<file path="config.mk">
export PLATFORM = sky130hd
export DESIGN_NAME = match_score_controller
export DESIGN_NICKNAME = d
export VERILOG_FILES = /design/src/rtl/match_score_controller_pkg.sv /design/src/rtl/match_score_controller_score_digit_split.sv /design/src/rtl/match_score_controller.sv
export SDC_FILE = /design/constraint.sdc
export NUM_CORES = 1
export LEC_CHECK = 0
export CAP_MARGIN = 20
export CORE_MARGIN = 2
export CORE_UTILIZATION = 44
export CTS_CLUSTER_DIAMETER = 120
export DETAILED_ROUTE_END_ITERATION = 7
export PLACE_DENSITY = 0.8
export SLEW_MARGIN = 20
export SYNTH_ARGS = -nofsm -noshare
export SYNTH_HDL_FRONTEND = slang
export SYNTH_HIERARCHICAL = 1
export SYNTH_SLANG_ARGS = --single-unit
export TNS_END_PERCENT = 5
</file>
<file path="constraint.sdc">
create_clock -name clk -period 3.9 [get_ports clk]
set_input_delay 0.585 -clock clk [delete_from_list [all_inputs] [get_ports clk]]
set_output_delay 0.585 -clock clk [all_outputs]
set_load 0.02 [all_outputs]
</file>
<file path="src/rtl/match_score_controller_pkg.sv">
// Shared types for the match score controller: FSM states and sprite descriptors.
// The sprite ROM layout places the ten digit glyphs consecutively from Zero.
package main_package;

    typedef enum logic [1:0] {
        PLAY,
        BREAK,
        DONE
    } match_state_e;

    typedef enum logic [3:0] {
        Zero, One, Two, Three, Four,
        Five, Six, Seven, Eight, Nine, Blank
    } element_e;

    typedef logic [7:0] pos_in_rom;

    typedef struct packed {
        logic [5:0] w;
        logic [5:0] h;
    } sprite_size;

    typedef struct packed {
        logic [10:0] x;
        logic [9:0]  y;
        sprite_size  size;
        pos_in_rom   idx;
    } element_pos_size_rom;

    localparam sprite_size DIGIT_SIZE = '{w: 6'd16, h: 6'd24};

    localparam pos_in_rom enum_to_index [11] = '{
        8'd4, 8'd5, 8'd6, 8'd7, 8'd8,
        8'd9, 8'd10, 8'd11, 8'd12, 8'd13, 8'd0
    };

endpackage

</file>
<file path="src/rtl/match_score_controller_score_digit_split.sv">
// Splits a small binary value (< 100) into decimal tens and units.
module score_digit_split #(
    parameter int W = 5
) (
    input  logic [W-1:0] value,
    output logic [3:0]   tens,
    output logic [3:0]   units
);

    assign tens  = 4'(value / 10);
    assign units = 4'(value % 10);

endmodule

</file>
<file path="src/rtl/match_score_controller.sv">
// Badminton-style match scorer: edge-detected point/undo buttons, game/match
// tracking with a timed between-game freeze, and score sprite descriptors.
module match_score_controller
    import main_package::*;
#(
    parameter int WIN_SCORE    = 21,
    parameter int CAP_SCORE    = 30,
    parameter int LEAD         = 2,
    parameter int GAMES_TO_WIN = 2,
    parameter int BREAK_CYCLES = 50_000_000,
    parameter int SW           = $clog2(CAP_SCORE + 1)
) (
    input  logic                              clk,
    input  logic                              rst_n,
    input  logic                              player1_add_score,
    input  logic                              player2_add_score,
    input  logic                              undo,
    output logic [SW-1:0]                     p1_score,
    output logic [SW-1:0]                     p2_score,
    output logic [$clog2(GAMES_TO_WIN+1)-1:0] p1_games,
    output logic [$clog2(GAMES_TO_WIN+1)-1:0] p2_games,
    output logic                              server,
    output logic                              game_break,
    output logic                              player1_win,
    output logic                              player2_win,
    output element_pos_size_rom               score [6]
);

    localparam int GW = $clog2(GAMES_TO_WIN + 1);
    localparam int CW = $clog2(BREAK_CYCLES + 1);

    match_state_e  state;
    logic [CW-1:0] cnt;
    logic          p1_q, p2_q, undo_q;
    logic          ev1, ev2, evu;
    logic          hv, h_srv;
    logic [SW-1:0] h1, h2;
    logic [SW-1:0] n1, n2;
    logic          pt1, pt2, end1, end2;
    logic          last1, last2;

    assign pt1 = ev1 & ~ev2 & ~evu;
    assign pt2 = ev2 & ~ev1 & ~evu;
    assign n1  = p1_score + 1'b1;
    assign n2  = p2_score + 1'b1;

    // Game end is judged on the post-point score
    assign end1 = (int'(n1) >= WIN_SCORE && int'(n1) - int'(p2_score) >= LEAD)
                || int'(n1) == CAP_SCORE;
    assign end2 = (int'(n2) >= WIN_SCORE && int'(n2) - int'(p1_score) >= LEAD)
                || int'(n2) == CAP_SCORE;
    assign last1 = (p1_games + 1'b1) == GW'(GAMES_TO_WIN);
    assign last2 = (p2_games + 1'b1) == GW'(GAMES_TO_WIN);

    always_ff @(posedge clk) begin
        if (rst_n) begin
            state       <= PLAY;
            cnt         <= '0;
            p1_q        <= 1'b0;
            p2_q        <= 1'b0;
            undo_q      <= 1'b0;
            ev1         <= 1'b0;
            ev2         <= 1'b0;
            evu         <= 1'b0;
            hv          <= 1'b0;
            h_srv       <= 1'b0;
            h1          <= '0;
            h2          <= '0;
            p1_score    <= '0;
            p2_score    <= '0;
            p1_games    <= '0;
            p2_games    <= '0;
            server      <= 1'b0;
            game_break  <= 1'b0;
            player1_win <= 1'b0;
            player2_win <= 1'b0;
        end else begin
            p1_q   <= player1_add_score;
            p2_q   <= player2_add_score;
            undo_q <= undo;
            ev1    <= player1_add_score & ~p1_q;
            ev2    <= player2_add_score & ~p2_q;
            evu    <= undo & ~undo_q;
            unique case (state)
                PLAY: begin
                    if (evu) begin
                        if (hv) begin
                            p1_score <= h1;
                            p2_score <= h2;
                            server   <= h_srv;
                            hv       <= 1'b0;
                        end
                    end else if (pt1 || pt2) begin
                        h1    <= p1_score;
                        h2    <= p2_score;
                        h_srv <= server;
                        hv    <= 1'b1;
                        if (pt1) begin
                            p1_score <= n1;
                            server   <= 1'b0;
                        end else begin
                            p2_score <= n2;
                            server   <= 1'b1;
                        end
                        if ((pt1 && end1) || (pt2 && end2)) begin
                            hv <= 1'b0;
                            if (pt1) p1_games <= p1_games + 1'b1;
                            else     p2_games <= p2_games + 1'b1;
                            if ((pt1 && last1) || (pt2 && last2)) begin
                                state       <= DONE;
                                player1_win <= pt1;
                                player2_win <= pt2;
                            end else begin
                                state      <= BREAK;
                                game_break <= 1'b1;
                                cnt        <= '0;
                            end
                        end
                    end
                end
                BREAK: begin
                    if (cnt == CW'(BREAK_CYCLES - 1)) begin
                        cnt        <= '0;
                        p1_score   <= '0;
                        p2_score   <= '0;
                        game_break <= 1'b0;
                        state      <= PLAY;
                    end else begin
                        cnt <= cnt + 1'b1;
                    end
                end
                DONE: begin
                end
                default: state <= PLAY;
            endcase
        end
    end

    logic [3:0] p1_t, p1_u, p2_t, p2_u;

    score_digit_split #(.W(SW)) u_split_p1 (
        .value (p1_score),
        .tens  (p1_t),
        .units (p1_u)
    );

    score_digit_split #(.W(SW)) u_split_p2 (
        .value (p2_score),
        .tens  (p2_t),
        .units (p2_u)
    );

    always_comb begin
        score[0] = '{x: 11'd310, y: 10'd25, size: DIGIT_SIZE,
                     idx: pos_in_rom'(p1_t) + enum_to_index[Zero]};
        score[1] = '{x: 11'd330, y: 10'd25, size: DIGIT_SIZE,
                     idx: pos_in_rom'(p1_u) + enum_to_index[Zero]};
        score[2] = '{x: 11'd380, y: 10'd25, size: DIGIT_SIZE,
                     idx: pos_in_rom'(p2_t) + enum_to_index[Zero]};
        score[3] = '{x: 11'd400, y: 10'd25, size: DIGIT_SIZE,
                     idx: pos_in_rom'(p2_u) + enum_to_index[Zero]};
        score[4] = '{x: 11'd340, y: 10'd55, size: DIGIT_SIZE,
                     idx: pos_in_rom'(p1_games) + enum_to_index[Zero]};
        score[5] = '{x: 11'd370, y: 10'd55, size: DIGIT_SIZE,
                     idx: pos_in_rom'(p2_games) + enum_to_index[Zero]};
    end

endmodule

</file>
==> summary.md, run 1 <==
| Metric | Value |
|---|---|
| Run status | `finished clean` |
| Hold Crit Class | `reg2reg` |
| Slew margin rel. | `around half` |
| Power Total | `1.85 mW` |
| Post-synth top area cell | `buf_4` |
| Commonest non-fill, non-tap cells in the layout | `conb_1, dfxtp_1, nor2_1` |
| Max-cap violations | `0` |
| Clk_skew | `7.14 ps` |
| FF-to-FF setup slack | `approximately 520 ps` |
| CTS Buffer Depth | `2` |
| Post-DP HPWL | `8700 um` |
| Initial DRC Count | `282` |
| Combinational share of power | `22.2%` |
| Leak | `2.67 nW` |
| Mapped Cells | `768` |
| First-pass GRT wire length | `18400 um` |
| Final WS setup | `338 ps` |
| Synth Flop Type | `dfxtp_1` |
| Reg2reg end | `p1_games[0]` |
| Chip height | `123 um` |
| Main combinational cell family by area after synthesis | `buffers and inverters` |
| Post-synthesis sequential area ratio | `20.7%` |
| Setup WS pre-CTS | `510 ps` |
| Crit Path Category | `reg2out` |
| M1 wire length | `5070 um` |
| Max FO, Critical Path | `18` |
| # diodes | `0` |
| Yosys reg bits | `64` |
| Tightest Pin Transition | `728 ps` |
| Worst Hold Launch | `undo_q` |
| Port bufs | `40` |
| Aggregate global routing overflow | `0` |
| Post CTS Setup Buffer Count | `0` |
| Fin nets | `approximately 800` |
| WL met3 | `1030 um` |
| Post-synth EDFFs | `0` |
| FFs w/ async S/R, synth | `0%` |
| Wire length on met2 | `5540 um` |
| Min Tclk post-route | `around 3600 ps` |
| Worst-Skew Late Latency | `330 ps` |
| CP Launch Type | `flip-flop` |
| Power Density | `approximately 300 nW/um2` |
| Cells resized by post-CTS repair | `0` |
| Number of global-route vias before repair | `3753` |
| Top cell type's share of synthesized area | `28.2%` |
| Syn-to-layout area delta | `-1.21%` |
| Post-synthesis compound-gate area fraction | `17.0%` |
| Share of cells above drive strength 1 | `7.54%` |
| Sum Neg Setup Slack | `0 ps` |
| XOR/XNOR share of the synthesized area | `4.18%` |
| Routed Antenna Nets | `0` |
| Crit-path slowest cell | `dfxtp_1` |
| # DRC | `0` |
| Cell count after placement | `960` |
| Critical Path End Type | `primary output` |
| Yosys warnings | `6` |
| Routability Congestion | `~0.9` |
| Switching share of power | `between 30% and 40%` |
| Crit-path cells | `or2_1 > ha_1 > nor2b_1 > o21ai_0 > a221oi_2 > ha_1 > clkdlybuf4s50_1` |
| Number of antenna violations at the first check in global routing | `0` |
| VDD IR max | `0.180 mV` |
| WL/cell | `12.0 um` |
| Post-synthesis cell area | `6200 um2` |
| Die area | `between 15000 and 20000 um2` |
| Slew Viols, Final | `0` |
| Overall Global Routing Usage | `approximately 15%` |
| Unique masters post-synth | `78` |
| Non-Filler Instances | `976` |
| Most used cell, CP | `ha_1` |
| H-Tree Depth | `3` |
| Avg Cell Area, Syn | `8.08 um2` |
| Final setup vio count | `0` |
| Sink Count | `64` |
| DR vias | `roughly 4600` |
| FP Rows | `43` |
| Hold endpoint | `evu` |
| Initial Util | `44.9%` |
| Routed wire length | `11800 um` |
| Tcrit/Tclk final | `91.3%` |
| CTS Hold Bufs | `0` |
| WHS Path Cells | `1` |
| Die W | `approximately 120 um` |
| Max incr delay on CP | `700 ps` |
| CP Data Required Time | `between 3000 and 4000 ps` |
| Final Hold Vio Count | `0` |
| Post-synthesis mux area share | `roughly 1.4%` |
| Maximum clock rate | `approximately 280 MHz` |
| TritonCTS Buffers | `9` |
| Util after Layout | `44.3%` |
| Clock slew seen by the registers of the worst setup and hold paths | `50 ps` |
| Flop pwr share | `36.8%` |
| P_int | `1.22 mW` |
| Pre-antenna DRT Iters | `5` |
| Highest layer used for signal routing | `met4` |
| RSZ-0062 raised after global routing | `no` |
| Switching power | `between 0.6 and 0.7 mW` |
| Depth of the most critical reg-to-reg path | `11` |
| Post-Synth Simple-Gate Area | `18.6%` |
| Largest net degree at the start of global routing | `48` |
| Via-to-Cell Ratio | `approximately 4.8` |
| Io pins | `269` |
| CTS tree | `done` |
| Reg-to-Reg Start | `p1_score[1]` |
| CP Data Arrival Time | `slightly below 3000 ps` |
| Synth Area in Adders | `5.85%` |
| Core area | `13800 um2` |
| Clock network power share | `41.0%` |
| Commonest non-fill, non-tap cell in the layout | `conb_1` |
| Root buffer selected by CTS | `clkbuf_16` |
| Synth top area cells | `buf_4, dfxtp_1, ha_1` |
==> sequential cells by signal (all words and copies together), names as in the netlist <==
name         count
p2_q             1
cnt             26
h1               5
p2_games         2
player2_win      1
game_break       1
player1_win      1
p1_q             1
h_srv            1
hv               1
state            2
evu              1
ev1              1
p2_score         5
p1_score         5
h2               5
server           1
p1_games         2
undo_q           1
ev2              1
==> kinds of logic after synthesis <==
family / count (synthesis)
flops: 64
xor+xnor: 27
compound gates: 139
buf+inv: 287
other cells: 4
fa+ha+maj: 28
mux: 8
simple gates: 211
==> metal layers <==
metal,vias to the layer above,global-route usage [%]
li1,2223,-
met1,2173,20.8
met2,229,23.9
met3,11,3.30
met4,0,3.95
met5,-,0
==> area by class of cell <==
type                            instances  area [um2]
Clock buffer                           12         256
Clock inverter                          4        28.8
Fill cell                            1385        7700
Inverter                               27         101
Multi-Input combinational cell        639        3760
Sequential cell                        64        1280
Tap cell                              180         225
Timing Repair Buffer                   50         470
==> cells in the mapped netlist (all sizes together), types with 3 or more instances <==
cell type,n
buf,247
dfxtp,64
nor2,55
a21oi,42
nand2,31
nand3,30
inv,26
ha,24
nor2b,21
o21ai,18
nand2b,17
xnor2,16
clkbuf,13
nor3,12
xor2,11
a22o,9
a31oi,9
o22ai,8
and3,7
nand4,7
a21o,6
mux2i,6
a211oi,5
a221oi,5
a311oi,5
and4,5
and2,4
conb,4
nor4b,4
o2111ai,4
o32ai,4
or3,4
nand3b,3
o211ai,3
o31ai,3
o41ai,3
==> worst max-delay path by stage <==
| stage | startpoint | end | slack (ps) | cells after the start |
|---|---|---|---|---|
| after floorplan | p1_score[0] | p1_games[0] | 850 | 11 |
| after global placement | p1_score[1] | p1_games[0] | 600 | 11 |
| after detailed placement | p1_score[1] | p1_games[0] | 510 | 11 |
| after CTS | p2_score[2] | score[85] | 340 | 7 |
| after global routing | p2_score[2] | score[85] | 90 | 7 |
| final | p2_score[2] | score[85] | 340 | 7 |
==> metrics by stage <==
| step | hold slack (ps) | cell area, um2 |
|---|---|---|
| 2_1_floorplan | 367 | 7040 |
| 3_3_place_gp | 370 | 5840 |
| 3_5_place_dp | 375 | 5840 |
| 4_1_cts | 383 | 6130 |
| 5_1_grt | 400 | 6130 |
| 6_report | 381 | 6130 |
==> critical path: cells and delay by family (launching register included) <==
kind,cells,cell delay [ps]
AOI/OAI and AO/OA,2,440
adders and majority gates,2,530
buffers and inverters,1,540
DFF,1,700
and+or+nand+nor,2,430
==> power by group through the flow <==
stage | registers (mW) | clock network, mW | logic (mW)
final | 0.682 | 0.760 | 0.411
after global routing | 0.684 | 0.802 | 0.449
after CTS | 0.682 | 0.770 | 0.405
after detailed placement | 0.696 | 0 | 0.404
after global placement | 0.695 | 0 | 0.402
after floorplan | 0.696 | 0 | 0.521
Power figures use the tool's default switching activity.
==> inputs of run 2 (changes only) <==
Settings changed: ABC_AREA set to 1.
==> run 2 against run 1 <==
  * Synthesized cell count rose by 13%
  * Sequential power up 5.1%
  * Final cell count increased by 11%
  * Global-route usage rose by 0.082 points
  * Fmax increased by 8.5%
  * Die area rose by 0.51%
  * Critical path depth increased by 2
  * Clock power down 2%
  * Synthesized area is 0.52% higher
  * First-iteration DRC count down 12%
==> summary.md, run 2 <==
| Metric | Value |
|---|---|
| Run status | `finished clean` |
| Clock slew seen by the registers of the worst setup and hold paths | `50 ps (about the same)` |
| Synth Area in Adders | `5.46% (-0.39 points)` |
| Yosys reg bits | `64 (unchanged)` |
| Aggregate global routing overflow | `0 (unchanged)` |
| Met1 GRT Util | `19.0% (-1.9 points)` |
| Slew margin rel. | `62.0% (+11 points)` |
| Via-to-Cell Ratio | `4.38 (-7.9%)` |
| Commonest non-fill, non-tap cells in the layout | `conb_1, nand2_1, inv_1` |
| WHS Path Cells | `1 (unchanged)` |
| Top Usage Layer GRT | `met2` |
| Worst Hold Launch | `undo_q` |
| CTS tree | `done` |
| Leak | `2.89 nW (+8.2%)` |
| Die area | `15100 um2 (+0.51%)` |
| Worst hold slack | `385 ps (+4.14 ps)` |
| # diodes | `0 (unchanged)` |
| Met3 Use GR | `4.11% (+0.81 points)` |
| Overall Global Routing Usage | `15.2% (+0.082 points)` |
| Synth top area cells | `buf_4, dfxtp_1, nand2_1` |
| Flop pwr share | `33.0% (-3.8 points)` |
| Max-cap violations | `0 (unchanged)` |
| Clock network power share | `34.3% (-6.7 points)` |
| Initial Util | `44.9% (+0.061 points)` |
| Largest net degree at the start of global routing | `29 (-40%)` |
| # DRC | `0 (unchanged)` |
| Crit Path Category | `reg2out` |
| P_int | `1.35 mW (+10%)` |
| Routability Congestion | `0.899 (-0.29%)` |
| Worst-Skew Late Latency | `330 ps (about the same)` |
| Fin nets | `928 (+13%)` |
| VDD IR max | `0.184 mV (+2.3%)` |
| Core area | `13900 um2 (+0.39%)` |
| CP Data Arrival Time | `2700 ps (-280 ps)` |
| Min Tclk post-route | `3280 ps (-280 ps)` |
| Reg-to-Reg Start | `p2_score[1]` |
| Post-DP HPWL | `8750 um (+0.59%)` |
| Port bufs | `40 (unchanged)` |
| TritonCTS Buffers | `9 (unchanged)` |
| Syn-to-layout area delta | `-1.49%` |
| Post-synthesis compound-gate area fraction | `12.5% (-4.5 points)` |
| WL/cell | `10.7 um (-11%)` |
| Synth Flop Type | `dfxtp_1` |
| Initial DRC Count | `247 (-12%)` |
| Unique masters post-synth | `47 (-40%)` |
| Hold Crit Class | `reg2reg` |
| Fillcell total | `1408 (+1.7%)` |
| Most frequent cell after synthesis | `buf_4` |
| Final setup vio count | `0 (unchanged)` |
| RSZ-0062 raised after global routing | `no` |
| Chip height | `123 um (+0.25%)` |
| Post CTS Setup Buffer Count | `0 (unchanged)` |
| Io pins | `269 (unchanged)` |
| Max FO, Critical Path | `9 (-9)` |
| Switching power | `0.823 mW (+31%)` |
| Slew Viols, Final | `0 (unchanged)` |
| H-Tree Depth | `3 (unchanged)` |
| Number of antenna violations at the first check in global routing | `0 (unchanged)` |
| First-pass GRT wire length | `18600 um (+1.0%)` |
| Critical Path End Type | `primary output` |
| Post-synthesis sequential area ratio | `20.5% (-0.11 points)` |
| Depth of the most critical reg-to-reg path | `14 (+3)` |
| Sink Count | `64 (unchanged)` |
| Mapped Cells | `870 (+13%)` |
| Post-synthesis cell area | `6230 um2 (+0.52%)` |
| Clk_skew | `9.02 ps (+1.88 ps)` |
| Pre-antenna DRT Iters | `4 (-1)` |
| Power Total | `2.17 mW (+17%)` |
| Post-Synth Simple-Gate Area | `24.4% (+5.8 points)` |
| CTS Hold Bufs | `0 (unchanged)` |
| Root buffer selected by CTS | `clkbuf_16` |
| FF-to-FF setup slack | `740 ps (+220 ps)` |
| Biggest register | `cnt` |
| Synth top cells by count | `buf_4, nand2_1, inv_1` |
| Reg2reg end | `cnt[7]` |
| CTS Buffer Depth | `2 (unchanged)` |
| FP Rows | `43 (unchanged)` |
| CP Launch Type | `flip-flop` |
| Max reg flops | `26 (unchanged)` |
| CP Data Required Time | `3310 ps (about the same)` |
| Post-synth top area cell | `buf_4` |
| DR vias | `4730 (+2.0%)` |
| Number of global-route vias before repair | `4087 (+8.9%)` |
| Sum Neg Setup Slack | `0 ps (unchanged)` |
| XOR/XNOR share of the synthesized area | `1.77% (-2.4 points)` |
| Maximum clock rate | `305 MHz (+8.5%)` |
| Met2 usage | `25.4% (+1.5 points)` |
| Tcrit/Tclk final | `84.2% (-7.2 points)` |
| Non-Filler Instances | `1081 (+11%)` |
| Tightest Pin Transition | `570 ps (-158 ps)` |
| Routed wire length | `11600 um (-1.2%)` |
| FFs w/ async S/R, synth | `0% (unchanged)` |
| Switching share of power | `37.9% (+3.9 points)` |
| Die W | `123 um (+0.25%)` |
| Post-synth EDFFs | `0 (unchanged)` |
| Cells resized by post-CTS repair | `0 (unchanged)` |
| Main combinational cell family by area after synthesis | `buffers and inverters` |
| Cell count after placement | `1066 (+11%)` |
| Yosys warnings | `6 (unchanged)` |
| Post-synthesis mux area share | `0% (-1.4 points)` |
| Top cell type's share of synthesized area | `28.1% (-0.15 points)` |
| Commonest non-fill, non-tap cell in the layout | `conb_1` |
| Routed Antenna Nets | `0 (unchanged)` |
| Power Density | `354 nW/um2 (+17%)` |
| Final Hold Vio Count | `0 (unchanged)` |
| Combinational share of power | `32.7% (+11 points)` |
| Avg Cell Area, Syn | `7.17 um2 (-11%)` |
| Hold endpoint | `evu` |
| Share of cells above drive strength 1 | `13.2% (+5.7 points)` |
[run 2: cell count changes after synthesis, sizes merged, moves of 21 or more]
cell	change
nor2b	-21
inv	+61
o21ai	+22
a21oi	+32
nand2	+111
nand3	+27
[run 2: final cells by class]
class | count | area, um2 | share of cell area [%]
timing repair buffer | 44 | 425 | 6.93
clock inverter | 3 | 17.5 | 0.285
sequential | 64 | 1280 | 20.9
inverter | 89 | 337 | 5.48
clock buffer | 12 | 256 | 4.18
multi-input combinational | 689 | 3600 | 58.6
tap | 180 | 225 | 3.67
[run 2: critical path, cell delays in order (launching register included)]
cell and delay (ps):
dfxtp_1 410, nor2_2 200, inv_1 60, ha_1 290, o21ai_2 260, nand3_4 120
nand2_1 70, nand2_1 70, ha_1 290, clkdlybuf4s50_1 600
[run 2: power by group through the flow]
| stage | Combinational [mW] | Sequential (mW) | Clock, mW |
|---|---|---|---|
| finish | 0.711 | 0.717 | 0.744 |
| global route | 0.794 | 0.721 | 0.792 |
| CTS | 0.702 | 0.716 | 0.766 |
| detailed placement | 0.700 | 0.730 | 0 |
| global placement | 0.692 | 0.729 | 0 |
| floorplan | 0.731 | 0.734 | 0 |
[run 2: worst max path at each step]
stage / start / to / slack, ps
finish: p1_score[2] / score[167] / 620
global route: p1_score[2] / score[167] / 450
CTS: p1_score[2] / score[167] / 600
detailed placement: p2_score[1] / cnt[13] / 830
global placement: p2_score[1] / cnt[12] / 860
floorplan: p1_score[1] / cnt[17] / 1250
[run 2: per-stage QoR]
step / instance area [um2] / utilization, % / worst slack (ps)
2_1_floorplan: 7070 / - / 1250
3_3_place_gp: 5870 / 42.3 / 863
3_5_place_dp: 5870 / 42.3 / 833
4_1_cts: 6140 / 44.2 / 605
5_1_grt: 6140 / 44.2 / 454
6_report: 6140 / 44.2 / 618
[run 2: kinds of logic after synthesis]
logic type	Yosys count
flops	64
buf+inv	339
fa+ha+maj	26
xor+xnor	10
simple gates	299
compound gates	128
other cells	4
[run 2: layer usage]
layer / routed length, um / vias to the layer above
li1: - / 2390
met1: 4980 / 2152
met2: 5770 / 172
met3: 705 / 16
met4: 158 / 0
met5: 0 / -
==> inputs of run 3 (changes only) <==
Settings changed: CORE_UTILIZATION 44 to 40, PLACE_DENSITY 0.8 to 0.76.
Clock period 3.9 ns to 2.95 ns, I/O delays scaled along.
==> run 3 against run 2 <==
  * Clock power is 59% higher
  * Via count increased by 2.1%
  * First-iteration DRC count increased by 7.7%
  * Sequential power grew 31%
  * Critical path depth did not move
  * Critical path type unchanged
  * Highest routed layer unchanged
==> summary.md, run 3 (synthesis gave the netlist of run 2 again) <==
| Metric | Value |
|---|---|
| Fillcell total | `1563 (+11%)` |
| Tightest Pin Transition | `861 ps (+291 ps)` |
| Die W | `129 um (+4.7%)` |
| Max FO, Critical Path | `7 (-2)` |
| CTS tree | `done` |
| Number of antenna violations at the first check in global routing | `0 (unchanged)` |
| Met1 GRT Util | `17.4% (-1.6 points)` |
| Initial DRC Count | `266 (+7.7%)` |
| Final Hold Vio Count | `0 (unchanged)` |
| Biggest register | `cnt` |
| Min Tclk post-route | `2780 ps` |
| DR vias | `4831 (+2.1%)` |
| Post CTS Setup Buffer Count | `0 (unchanged)` |
| Cell count after placement | `1085 (+1.8%)` |
| Util after Layout | `42.1% (-2.2 points)` |
| Initial Util | `41.0% (-3.9 points)` |
| Tcrit/Tclk final | `a little over nine tenths` |
| WL/cell | `11.0 um (+2.4%)` |
| Post-route design area | `6400 um2 (+4.2%)` |
| Slew Viols, Final | `0 (unchanged)` |
| Final WS setup | `165 ps (-452 ps)` |
| # diodes | `0 (unchanged)` |
| Met3 Use GR | `3.12% (-0.99 points)` |
| Power Density | `487 nW/um2 (+38%)` |
| CP Data Required Time | `2510 ps (-800 ps)` |
| Via-to-Cell Ratio | `4.38 (+0.19%)` |
| Leak | `3.02 nW (+4.6%)` |
| Clk_skew | `8.69 ps (-0.330 ps)` |
| CP Launch Type | `flip-flop` |
| H-Tree Depth | `3 (unchanged)` |
| Crit-path slowest cell | `dfxtp_1` |
| Power Total | `3.12 mW (+44%)` |
| Fin nets | `940 (+1.3%)` |
| Core area | `15200 um2 (+9.5%)` |
| Io pins | `269 (unchanged)` |
| Setup WS pre-CTS | `197 ps (-636 ps)` |
| Run status | `finished clean` |
| Maximum clock rate | `359 MHz` |
| Top Usage Layer GRT | `met2` |
| VDD IR max | `0.280 mV (+52%)` |
| Aggregate global routing overflow | `0 (unchanged)` |
| Sink Count | `64 (unchanged)` |
| Overall Global Routing Usage | `13.8% (-1.5 points)` |
| Max-cap violations | `0 (unchanged)` |
| Routed Antenna Nets | `0 (unchanged)` |
| TritonCTS Buffers | `9 (unchanged)` |
| CP top delay family | `adder cells` |
| Worst hold slack | `389 ps (+4.78 ps)` |
| Crit Path Category | `reg2out` |
| Syn-to-layout area delta | `2.61%` |
| Die area | `16600 um2 (+9.7%)` |
| Placed standard-cell area | `5970 um2 (+1.8%)` |
| FP Rows | `45 (+4.7%)` |
| Routability Congestion | `0.960 (+6.8%)` |
| Slew margin rel. | `42.4% (-20 points)` |
| CTS Hold Bufs | `0 (unchanged)` |
| Hold Crit Class | `reg2reg` |
| Max reg flops | `26 (unchanged)` |
| Final setup vio count | `0 (unchanged)` |
| Buf/Inv on CP | `2 (unchanged)` |
| Post-DP HPWL | `9100 um (+3.9%)` |
| Crit-path cells | `nor2_4 > inv_1 > ha_1 > o21ai_4 > nand3_4 > nand2_1 > nand2_1 > ha_1 > dlygate4sd2_1` |
| Largest net degree at the start of global routing | `44 (+52%)` |
| Max incr delay on CP | `400 ps (-200 ps)` |
| Routed wire length | `12100 um (+4.4%)` |
| Number of global-route vias before repair | `4043 (-1.1%)` |
| Port bufs | `40 (unchanged)` |
| Critical Path End Type | `primary output` |
| CTS Buffer Depth | `2 (unchanged)` |
| Sum Neg Setup Slack | `0 ps (unchanged)` |
| Met2 usage | `23.1% (-2.3 points)` |
| # DRC | `0 (unchanged)` |
| First-pass GRT wire length | `19000 um (+2.1%)` |
| Non-Filler Instances | `1102 (+1.9%)` |
| Worst-Skew Late Latency | `330 ps (about the same)` |
| CP Data Arrival Time | `2340 ps (-360 ps)` |
| Root buffer selected by CTS | `clkbuf_16` |
| Pre-antenna DRT Iters | `5 (+1)` |
| Clock slew seen by the registers of the worst setup and hold paths | `60 ps (about the same)` |
| Chip height | `129 um (+4.7%)` |
| Commonest non-fill, non-tap cells in the layout | `conb_1, nand2_1, inv_1` |
| Share of cells above drive strength 1 | `15.4% (+2.2 points)` |
| RSZ-0062 raised after global routing | `no` |
| Commonest non-fill, non-tap cell in the layout | `conb_1` |
-- run 3: cell count changes in the layout (fill, tap and decap cells not counted), sizes merged --
cell and delta:
buf +11, clkdlybuf4s50 -5, dlygate4sd2 +4, bufinv +2, clkbuf +1, clkinv -1, dlymetal6s2s +1
-- run 3: where the power goes --
part | internal (mW) | total (mW) | switching, mW
Sequential | 0.902 | 0.938 | 0.0364
Clock | 0.788 | 1.18 | 0.394
Combinational | 0.301 | 0.996 | 0.695
Total | 1.99 | 3.12 | 1.13
-- run 3: timing repair --
action	4_1_cts	5_1_grt
gates resized for setup	4	16
gates cloned	0	1
endpoints found under the setup margin	4	37
-- run 3: layout make-up --
class                           count  area (um2)  share of cell area (%)
Multi-Input combinational cell    689        3660                    57.2
Sequential cell                    64        1290                    20.2
Timing Repair Buffer               56         543                    8.49
Inverter                           89         337                    5.26
Clock buffer                       12         256                    4.01
Tap cell                          188         235                    3.68
Clock inverter                      4        76.3                    1.19
-- run 3: worst paths after layout --
check | from | end | slack [ps] | cells after the start
hold reg to reg | p2_q | ev2 | 390 | 1
setup / recovery | p2_score[2] | score[85] | 170 | 9
setup reg to reg | p2_score[4] | cnt[19] | 270 | 14
hold / removal | p2_q | ev2 | 390 | 1
-- run 3: layer usage --
metal / share of wire [%] / vias up / wire, um
met2: 50 / 188 / 6050
met5: 0 / - / 0
met4: 2.2 / 0 / 265
met1: 42 / 2203 / 5050
li1: - / 2417 / -
met3: 6.3 / 23 / 763
